===== config.mk =====
export PLATFORM = sky130hd
export DESIGN_NAME = calib_upload_sched
export DESIGN_NICKNAME = d
export VERILOG_FILES = /design/src/rtl/calib_upload_sched.sv
export SDC_FILE = /design/constraint.sdc
export NUM_CORES = 1
export LEC_CHECK = 0
export CELL_PAD_IN_SITES_DETAIL_PLACEMENT = 0
export CELL_PAD_IN_SITES_GLOBAL_PLACEMENT = 1
export CORE_UTILIZATION = 43
export DETAILED_ROUTE_END_ITERATION = 7
export GPL_ROUTABILITY_DRIVEN = 0
export PLACE_DENSITY = 0.87
export REMOVE_ABC_BUFFERS = 1
export SYNTH_ARGS = -nofsm -noshare
export SYNTH_HDL_FRONTEND = slang
export SYNTH_SLANG_ARGS = --single-unit

===== constraint.sdc =====
create_clock -name i_clk_50m -period 3.5 [get_ports i_clk_50m]
set_input_delay 0.525 -clock i_clk_50m [delete_from_list [all_inputs] [get_ports i_clk_50m]]
set_output_delay 0.525 -clock i_clk_50m [all_outputs]
set_load 0.01 [all_outputs]

===== src/rtl/calib_upload_sched.sv =====
// Schedules completed calibration banks out of the ping-pong RAM and streams each
// one to the comm sender as a frame: 2-byte point count, then count*8 point bytes.
//
// state  | meaning
// IDLE   | nothing in flight; picks the oldest pending bank
// REQ    | o_tx_req held until ack, abandoned after ACK_TIMEOUT cycles
// HDR_HI | point count high byte on the stream
// HDR_LO | point count low byte (last byte when count is 0)
// RD     | one-cycle RAM read strobe for byte_idx
// RDWAIT | RD_LAT cycles until RAM data is captured
// SEND   | RAM byte held on the stream until accepted
// DONE   | frame_done pulse
module calib_upload_sched #(
    parameter int unsigned RD_LAT      = 1,
    parameter int unsigned MAX_POINTS  = 64,
    parameter logic [15:0] ACK_TIMEOUT = 16'd50000
) (
    input  logic        i_clk_50m,
    input  logic        i_rst_n,
    input  logic        i_calib_make,
    input  logic        i_calib_pingpang,
    input  logic [15:0] i_calib_points,
    output logic        o_rd_en,
    output logic [10:0] o_rd_addr,
    input  logic [7:0]  i_rd_data,
    output logic        o_tx_req,
    input  logic        i_tx_ack,
    output logic [7:0]  o_tx_data,
    output logic        o_tx_valid,
    output logic        o_tx_last,
    input  logic        i_tx_ready,
    output logic        o_busy,
    output logic        o_frame_done,
    output logic [7:0]  o_drop_cnt
);

    typedef enum logic [2:0] {
        S_IDLE, S_REQ, S_HDR_HI, S_HDR_LO, S_RD, S_RDWAIT, S_SEND, S_DONE
    } state_t;

    localparam logic [15:0] MAX_P = 16'(MAX_POINTS);

    state_t      state, state_nxt;
    logic [1:0]  pend;
    logic [15:0] slot_cnt [2];
    logic        first_bank;
    logic        cur_bank;
    logic [15:0] cur_cnt;
    logic [9:0]  byte_idx;
    logic [7:0]  data_q;
    logic [15:0] timer;

    logic        mk_bank, take, take_bank, streaming_mk;
    logic        mk_drop, mk_store, timeout_drop, last_byte;
    logic [1:0]  clr_vec, pend_kept, drop_inc;
    logic [8:0]  drop_sum;
    logic [15:0] clamped;

    assign mk_bank      = ~i_calib_pingpang;
    assign clamped      = (i_calib_points > MAX_P) ? MAX_P : i_calib_points;
    assign take         = (state == S_IDLE) && (|pend);
    assign take_bank    = (&pend) ? first_bank : pend[1];
    assign clr_vec      = take ? (2'b01 << take_bank) : 2'b00;
    assign pend_kept    = pend & ~clr_vec;
    assign streaming_mk = (state != S_IDLE) && (state != S_DONE) && (cur_bank == mk_bank);
    // A slot freed this very cycle can be refilled without counting a drop.
    assign mk_drop      = i_calib_make && (pend_kept[mk_bank] || streaming_mk);
    assign mk_store     = i_calib_make && !mk_drop;
    assign timeout_drop = (state == S_REQ) && !i_tx_ack && (timer == 16'd0);
    assign last_byte    = ({6'd0, byte_idx} == ((cur_cnt << 3) - 16'd1));
    assign drop_inc     = {1'b0, mk_drop} + {1'b0, timeout_drop};
    assign drop_sum     = {1'b0, o_drop_cnt} + {7'd0, drop_inc};

    assign o_busy    = (state != S_IDLE);
    assign o_rd_addr = (state == S_RD) ? {cur_bank, byte_idx} : 11'd0;

    always_comb begin
        state_nxt    = state;
        o_rd_en      = 1'b0;
        o_tx_req     = 1'b0;
        o_tx_valid   = 1'b0;
        o_tx_last    = 1'b0;
        o_tx_data    = 8'd0;
        o_frame_done = 1'b0;
        case (state)
            S_IDLE: if (|pend) state_nxt = S_REQ;
            S_REQ: begin
                o_tx_req = 1'b1;
                if (i_tx_ack)              state_nxt = S_HDR_HI;
                else if (timer == 16'd0)   state_nxt = S_IDLE;
            end
            S_HDR_HI: begin
                o_tx_valid = 1'b1;
                o_tx_data  = cur_cnt[15:8];
                if (i_tx_ready) state_nxt = S_HDR_LO;
            end
            S_HDR_LO: begin
                o_tx_valid = 1'b1;
                o_tx_data  = cur_cnt[7:0];
                o_tx_last  = (cur_cnt == 16'd0);
                if (i_tx_ready) state_nxt = (cur_cnt == 16'd0) ? S_DONE : S_RD;
            end
            S_RD: begin
                o_rd_en   = 1'b1;
                state_nxt = S_RDWAIT;
            end
            S_RDWAIT: if (timer == 16'd0) state_nxt = S_SEND;
            S_SEND: begin
                o_tx_valid = 1'b1;
                o_tx_data  = data_q;
                o_tx_last  = last_byte;
                if (i_tx_ready) state_nxt = last_byte ? S_DONE : S_RD;
            end
            S_DONE: begin
                o_frame_done = 1'b1;
                state_nxt    = S_IDLE;
            end
            default: state_nxt = S_IDLE;
        endcase
    end

    always_ff @(posedge i_clk_50m or negedge i_rst_n) begin
        if (!i_rst_n) begin
            state       <= S_IDLE;
            pend        <= 2'b00;
            slot_cnt[0] <= 16'd0;
            slot_cnt[1] <= 16'd0;
            first_bank  <= 1'b0;
            cur_bank    <= 1'b0;
            cur_cnt     <= 16'd0;
            byte_idx    <= 10'd0;
            data_q      <= 8'd0;
            timer       <= 16'd0;
            o_drop_cnt  <= 8'd0;
        end else begin
            state <= state_nxt;
            pend  <= pend_kept | (mk_store ? (2'b01 << mk_bank) : 2'b00);
            if (mk_store) begin
                slot_cnt[mk_bank] <= clamped;
                first_bank        <= pend_kept[~mk_bank] ? ~mk_bank : mk_bank;
            end
            if (take) begin
                cur_bank <= take_bank;
                cur_cnt  <= slot_cnt[take_bank];
                byte_idx <= 10'd0;
            end else if (state == S_SEND && i_tx_ready && !last_byte) begin
                byte_idx <= byte_idx + 10'd1;
            end else if (state == S_DONE) begin
                byte_idx <= 10'd0;
            end
            // One down-counter serves both the ack timeout and the read latency wait.
            if (take)
                timer <= ACK_TIMEOUT - 16'd1;
            else if (state == S_RD)
                timer <= 16'(RD_LAT - 1);
            else if ((state == S_REQ || state == S_RDWAIT) && timer != 16'd0)
                timer <= timer - 16'd1;
            if (state == S_RDWAIT && timer == 16'd0)
                data_q <= i_rd_data;
            o_drop_cnt <= drop_sum[8] ? 8'hFF : drop_sum[7:0];
        end
    end

endmodule


# Yosys cells after proc, flatten, opt, wreduce, memory -nomap -nowiden
# Cells that the tools add are included.
# totals
ff_bits	97
inputBits	30
output_inout_bits	33
# op_classes
addsub	5
n_lt_le_gt_ge	6
n_eq_ne	16
shifts	2
n_mux	39
bitwise_logic	6
reduce_logical	28
# op_table
cell	n
16-bit 2-to-1 mux	8
32-bit bitwise mux	1
16-bit zero test	2
16-bit by 1-bit subtractor with 16-bit output (second input constant)	2
10-bit 2-to-1 mux	3
3-bit one-hot mux with 8 select lines	1
8-bit one-hot mux with 3 select lines	1
3-bit 2-to-1 mux	7
16-bit demux with 1-bit select	1
10-bit by 16-bit equality test with 1-bit output	1
16-bit by 7-bit > comparator with 1-bit output (second input constant)	1
16-bit nonzero test	1
3-bit equality test (second input constant)	4
1-bit logical AND	12
11-bit 2-to-1 mux	1
10-bit by 1-bit adder with 10-bit output (second input constant)	1
1-bit 2-to-1 mux	10
8-bit by 2-bit adder with 9-bit output	1
3-bit nonzero test	3
2-bit 2-to-1 mux	4
8-bit 2-to-1 mux	1
3-bit by 2-bit equality test with 1-bit output (second input constant)	2
2-bit != test (second input constant)	3
6-bit AND reduction	1
other kinds (22)	30

# Depth between registers and ports, before layout
# logic_depth
ltp_word	14
depth_mapped	14
mapped_depth_nobuf	12

# Worst setup path after synthesis
# Ideal clock, no wire load.
# synth_timing
path_type	register -> register
start	register timer[4]
end	register o_drop_cnt[1]
setup_time_ns	0.070
t_arrival_ns	2.553
path_slack_ns	0.876
stages_incl_launch_ff	12
path_buffers	0
synth_period_minus_slack_ns	2.624
path_cell_list	dfrtp_1 > nor4_1 > and4_1 > and3_1 > nand3b_1 > fa_1 > inv_1 > ha_1 > nand2_1 > nor2_1 > nand3_1 > nand2b_1
# synth_between
elab_chain_cells	5
# synth_lines
element	line_no	source
start: declaration	51	logic [15:0] timer;
start signal: assignment	153	timer <= ACK_TIMEOUT - 16'd1;
start signal: assignment	155	timer <= 16'(RD_LAT - 1);
start signal: assignment	157	timer <= timer - 16'd1;
16-bit zero test	69	assign timeout_drop = (state == S_REQ) && !i_tx_ack && (timer == 16'd0);
1-bit logical AND	69	
1-bit by 1-bit adder with 2-bit output	71	assign drop_inc = {1'b0, mk_drop} + {1'b0, timeout_drop};
8-bit by 2-bit adder with 9-bit output	72	assign drop_sum = {1'b0, o_drop_cnt} + {7'd0, drop_inc};
8-bit 2-to-1 mux	160	o_drop_cnt <= drop_sum[8] ? 8'hFF : drop_sum[7:0];
end signal: assignment	160	
end: declaration	34	output logic [7:0] o_drop_cnt
# No other way between the ends.
# A chain may end at the register's enable or synchronous reset.

# Worst setup path in the final report
# layout_timing
start	register cur_cnt[0]
end	output port o_tx_last
# layout_between
elab_chain_cells	3
# layout_lines
element	line_no	source
start: declaration	48	logic [15:0] cur_cnt;
start signal: assignment	144	cur_cnt <= slot_cnt[take_bank];
16-bit by 1-bit subtractor with 16-bit output	70	assign last_byte = ({6'd0, byte_idx} == ((cur_cnt << 3) - 16'd1));
10-bit by 16-bit equality test with 1-bit output	70	
1-bit one-hot mux with 2 select lines (*)	85	case (state)
end: declaration	30	output logic o_tx_last,
# Mark *: on every way between the ends. The rest lies on a longest branch, timed or not.

==> impl_metrics.json <==
{
  "seqPwrFrac": 0.406,
  "clkLatencyLatePin_ps": 350,
  "start_util": 0.4401,
  "switching_share": 0.3690,
  "fmax_ghz": 0.3031,
  "post-route-util": 0.5280,
  "drt_iter0_markers": 328,
  "io_pins": 63,
  "synth-edff-count": 0,
  "synth_area_leaders": "dfrtp_1 (46%), and2_1 (4.8%), nand2_1 (4.6%)",
  "overflow": 0,
  "p_switching_mw": 1.374,
  "syn_inst": 550,
  "antenna_found_initial": 0,
  "wirelength_um": 12330,
  "diodes": 0,
  "post-route-min-period_ps": 3300,
  "dr.pass1.iters": 5,
  "worstSetupPathType": "register to output pin",
  "cts_hold_buf": 0,
  "grtUsageTotal": 0.2111,
  "cts.sinks": 97,
  "ys.flop_type": "dfrtp_1",
  "dr_total_vias": 4292,
  "cts_setup_buffers": 0,
  "fin_skew_ps": 6.490,
  "cts_tree": "yes",
  "cts_root_buf": "clkbuf_16",
  "syn_avg_cell_area_um2": 9.571,
  "core_area_mm2": 0.01196,
  "final_antenna_net_count": 0,
  "power.internal_mw": 2.349,
  "final_nets": 639,
  "ys_seq_area_frac": 0.4611,
  "synth_top_area_frac": 0.4611,
  "drc": 0,
  "synth_area_mm2": 0.005264,
  "dieArea_mm2": 0.01269,
  "setup_viol": 0,
  "hold_viol": 0,
  "setup-tns-final_ps": 0,
  "grt_pass1_vias": 4202,
  "grt_pass1_wl_um": 21170,
  "path_clk_slew_ps": 70,
  "slew_headroom": 0.4771,
  "startpoint_type": "register",
  "synth_top_cell_by_area": "dfrtp_1",
  "fin_ws_ps": 200.3,
  "area_growth_pct": 19.99,
  "fin_crit_sh": 0.9428,
  "cp.arrival_ps": 2770,
  "die_h_um": 112.6,
  "grt_max_degree": 54,
  "io_buffers": 62,
  "wl_per_cell_um": 16.33,
  "comb_power_share": 0.334,
  "synth_warnings": 0,
  "synth_seq_cells": 97,
  "synth-async-reset-ratio": 1.000,
  "ys_types": 70,
  "power_density_mw_per_mm2": 589.4,
  "rsz0062_at_grt": "false",
  "clockBufferDepth": 2,
  "crit_fanout": 11,
  "required_ps": 2970,
  "die_w_um": 112.6,
  "vias_per_cell": 5.685,
  "numCtsBuffers": 9,
  "hold_path.class": "input pin to async pin",
  "htreeDepth": 3,
  "drv_cap": 0,
  "fillCellCount": 1096,
  "layout-drive-gt1-share": 0.1003,
  "p_clk_frac": 0.260,
  "place_ws_ps": 221.3,
  "peakVddDrop_mv": 0.4184,
  "rows": 40,
  "power_leakage_nw": 2.976,
  "endpoint_kind": "output pin",
  "outcome": "finished clean",
  "hpwl_um": 8819,
  "drv_slew": 0,
  "tightest_slew_ps": 784.4
}
[critical path, stage by stage (launching register included)]
cell and delay (ps):
dfrtp_2 440, inv_1 60, ha_1 320, o21ba_2 250, a221oi_2 320, nor2_1 90, nor4_1 290, nand4_1 170
o41ai_1 140, dlygate4sd2_1 340
[power groups by stage]
stage / registers (mW) / logic [mW] / clock network, mW
2_1_floorplan: 1.51 / 0.727 / 0
3_3_place_gp: 1.51 / 1.21 / 0
3_5_place_dp: 1.53 / 1.25 / 0
4_1_cts: 1.51 / 1.25 / 0.991
5_1_grt: 1.54 / 1.38 / 1.04
6_report: 1.51 / 1.24 / 0.967
[path summary, 6_finish.rpt]
kind / startpoint / endpoint / slack (ps) / cells after the start
max: cur_cnt[0]$_DFFE_PN0N_ / o_tx_last / 200 / 9
min: i_rst_n / timer[13]$_DFFE_PN0P_ / 210 / 1
max reg2reg: timer[4]$_DFFE_PN0P_ / o_drop_cnt[1]$_DFF_PN0_ / 560 / 12
min reg2reg: slot_cnt[8]$_DFFE_PN0P_ / cur_cnt[8]$_DFFE_PN0N_ / 480 / 2
max in group asynchronous: i_rst_n / timer[1]$_DFFE_PN0P_ / 2520 / 2
min in group i_clk_50m: slot_cnt[8]$_DFFE_PN0P_ / cur_cnt[8]$_DFFE_PN0N_ / 480 / 2
[layout make-up]
type                            instances  area, µm²  area share
Multi-Input combinational cell        391       2590      0.4101
Timing Repair Buffer                   75      714.4      0.1131
Sequential cell                        97       2429      0.3845
Inverter                               29      108.9     0.01723
Clock inverter                          4      33.78    0.005349
Tap cell                              147      183.9     0.02912
Clock buffer                           12      256.5     0.04061
[timing repair]
item | 4_1_cts | 5_1_grt
gates resized for setup | 2 | 1
endpoints found under the setup margin | 1 | 1
endpoints found under the hold margin | 0 | 0
[metal layers]
layer	vias up	part of all wire	track usage
li1	2064	-	-
met1	2111	0.48	0.2930
met2	96	0.47	0.3292
met3	21	0.039	0.04806
met4	0	0.017	0.06400
met5	-	0	0
[stage by stage]
| stage | instance area, µm² | std cells | total power, mW | hold WS, ps |
|---|---|---|---|---|
| floorplan | 5116 | 517 | 2.238 | 229.4 |
| global placement | 6020 | 739 | 2.726 | 462.4 |
| detailed placement | 6020 | 739 | 2.775 | 467.1 |
| CTS | 6315 | 755 | 3.753 | 235.8 |
| global route | 6316 | 755 | 3.960 | 265.7 |
| finish | 6316 | 755 | 3.723 | 210.2 |
[flip-flops by register name, summed over array words and instances, names as in the netlist]
| signal | count |
|---|---|
| cur_cnt | 16 |
| data_q | 8 |
| first_bank | 1 |
| cur_bank | 1 |
| state | 3 |
| pend | 2 |
| byte_idx | 10 |
| slot_cnt | 32 |
| timer | 16 |
| o_drop_cnt | 8 |
[cells in the mapped netlist (2+ instances only)]
library cell  number
a211o_1            2
a21o_1             3
a21oi_1            7
a221o_1            5
a222oi_1          16
a31oi_1            3
and2_1            40
and3_1             6
and4_1             3
and4b_1            2
buf_2              3
buf_6              2
clkbuf_1          25
dfrtp_1           97
ha_1               5
inv_1             29
mux2_2            11
mux2i_1           10
nand2_1           64
nand2b_1           6
nand3_1           26
nand3b_1           2
nand4_1            5
nand4b_1           5
nor2_1            39
nor2b_1            5
nor3_1             7
nor3_2             2
nor3b_1            4
nor4_1            10
nor4_4             3
nor4b_1            2
o2111ai_1          2
o211ai_1           5
o21a_1             2
o21ai_0           28
o21ai_1            6
o311ai_0           2
o31ai_1            2
or2_2              3
or3_1              3
xnor2_1            7
xor2_1            14
[placed cells by master, fill, tap and decap left out, drive strengths merged, types with 8 or more instances in the layout]
master	instances
dfrtp	97
nand2	64
clkdlybuf4s50	60
and2	40
nor2	40
o21ai	34
inv	32
nand3	26
a222oi	16
xor2	14
buf	14
nor4	14
clkbuf	12
mux2	11
mux2i	10
nor3	9
a21oi	8
[cell families after synthesis]
logic type / count (synthesis) / synth area share
simple gates: 245 / 0.2574
compound gates: 98 / 0.1395
flops: 97 / 0.4611
buf+inv: 62 / 0.04873
xor+xnor: 21 / 0.03494
mux: 21 / 0.04255
fa+ha+maj: 6 / 0.01569
Note: power is estimated with default switching activity, not from simulation.
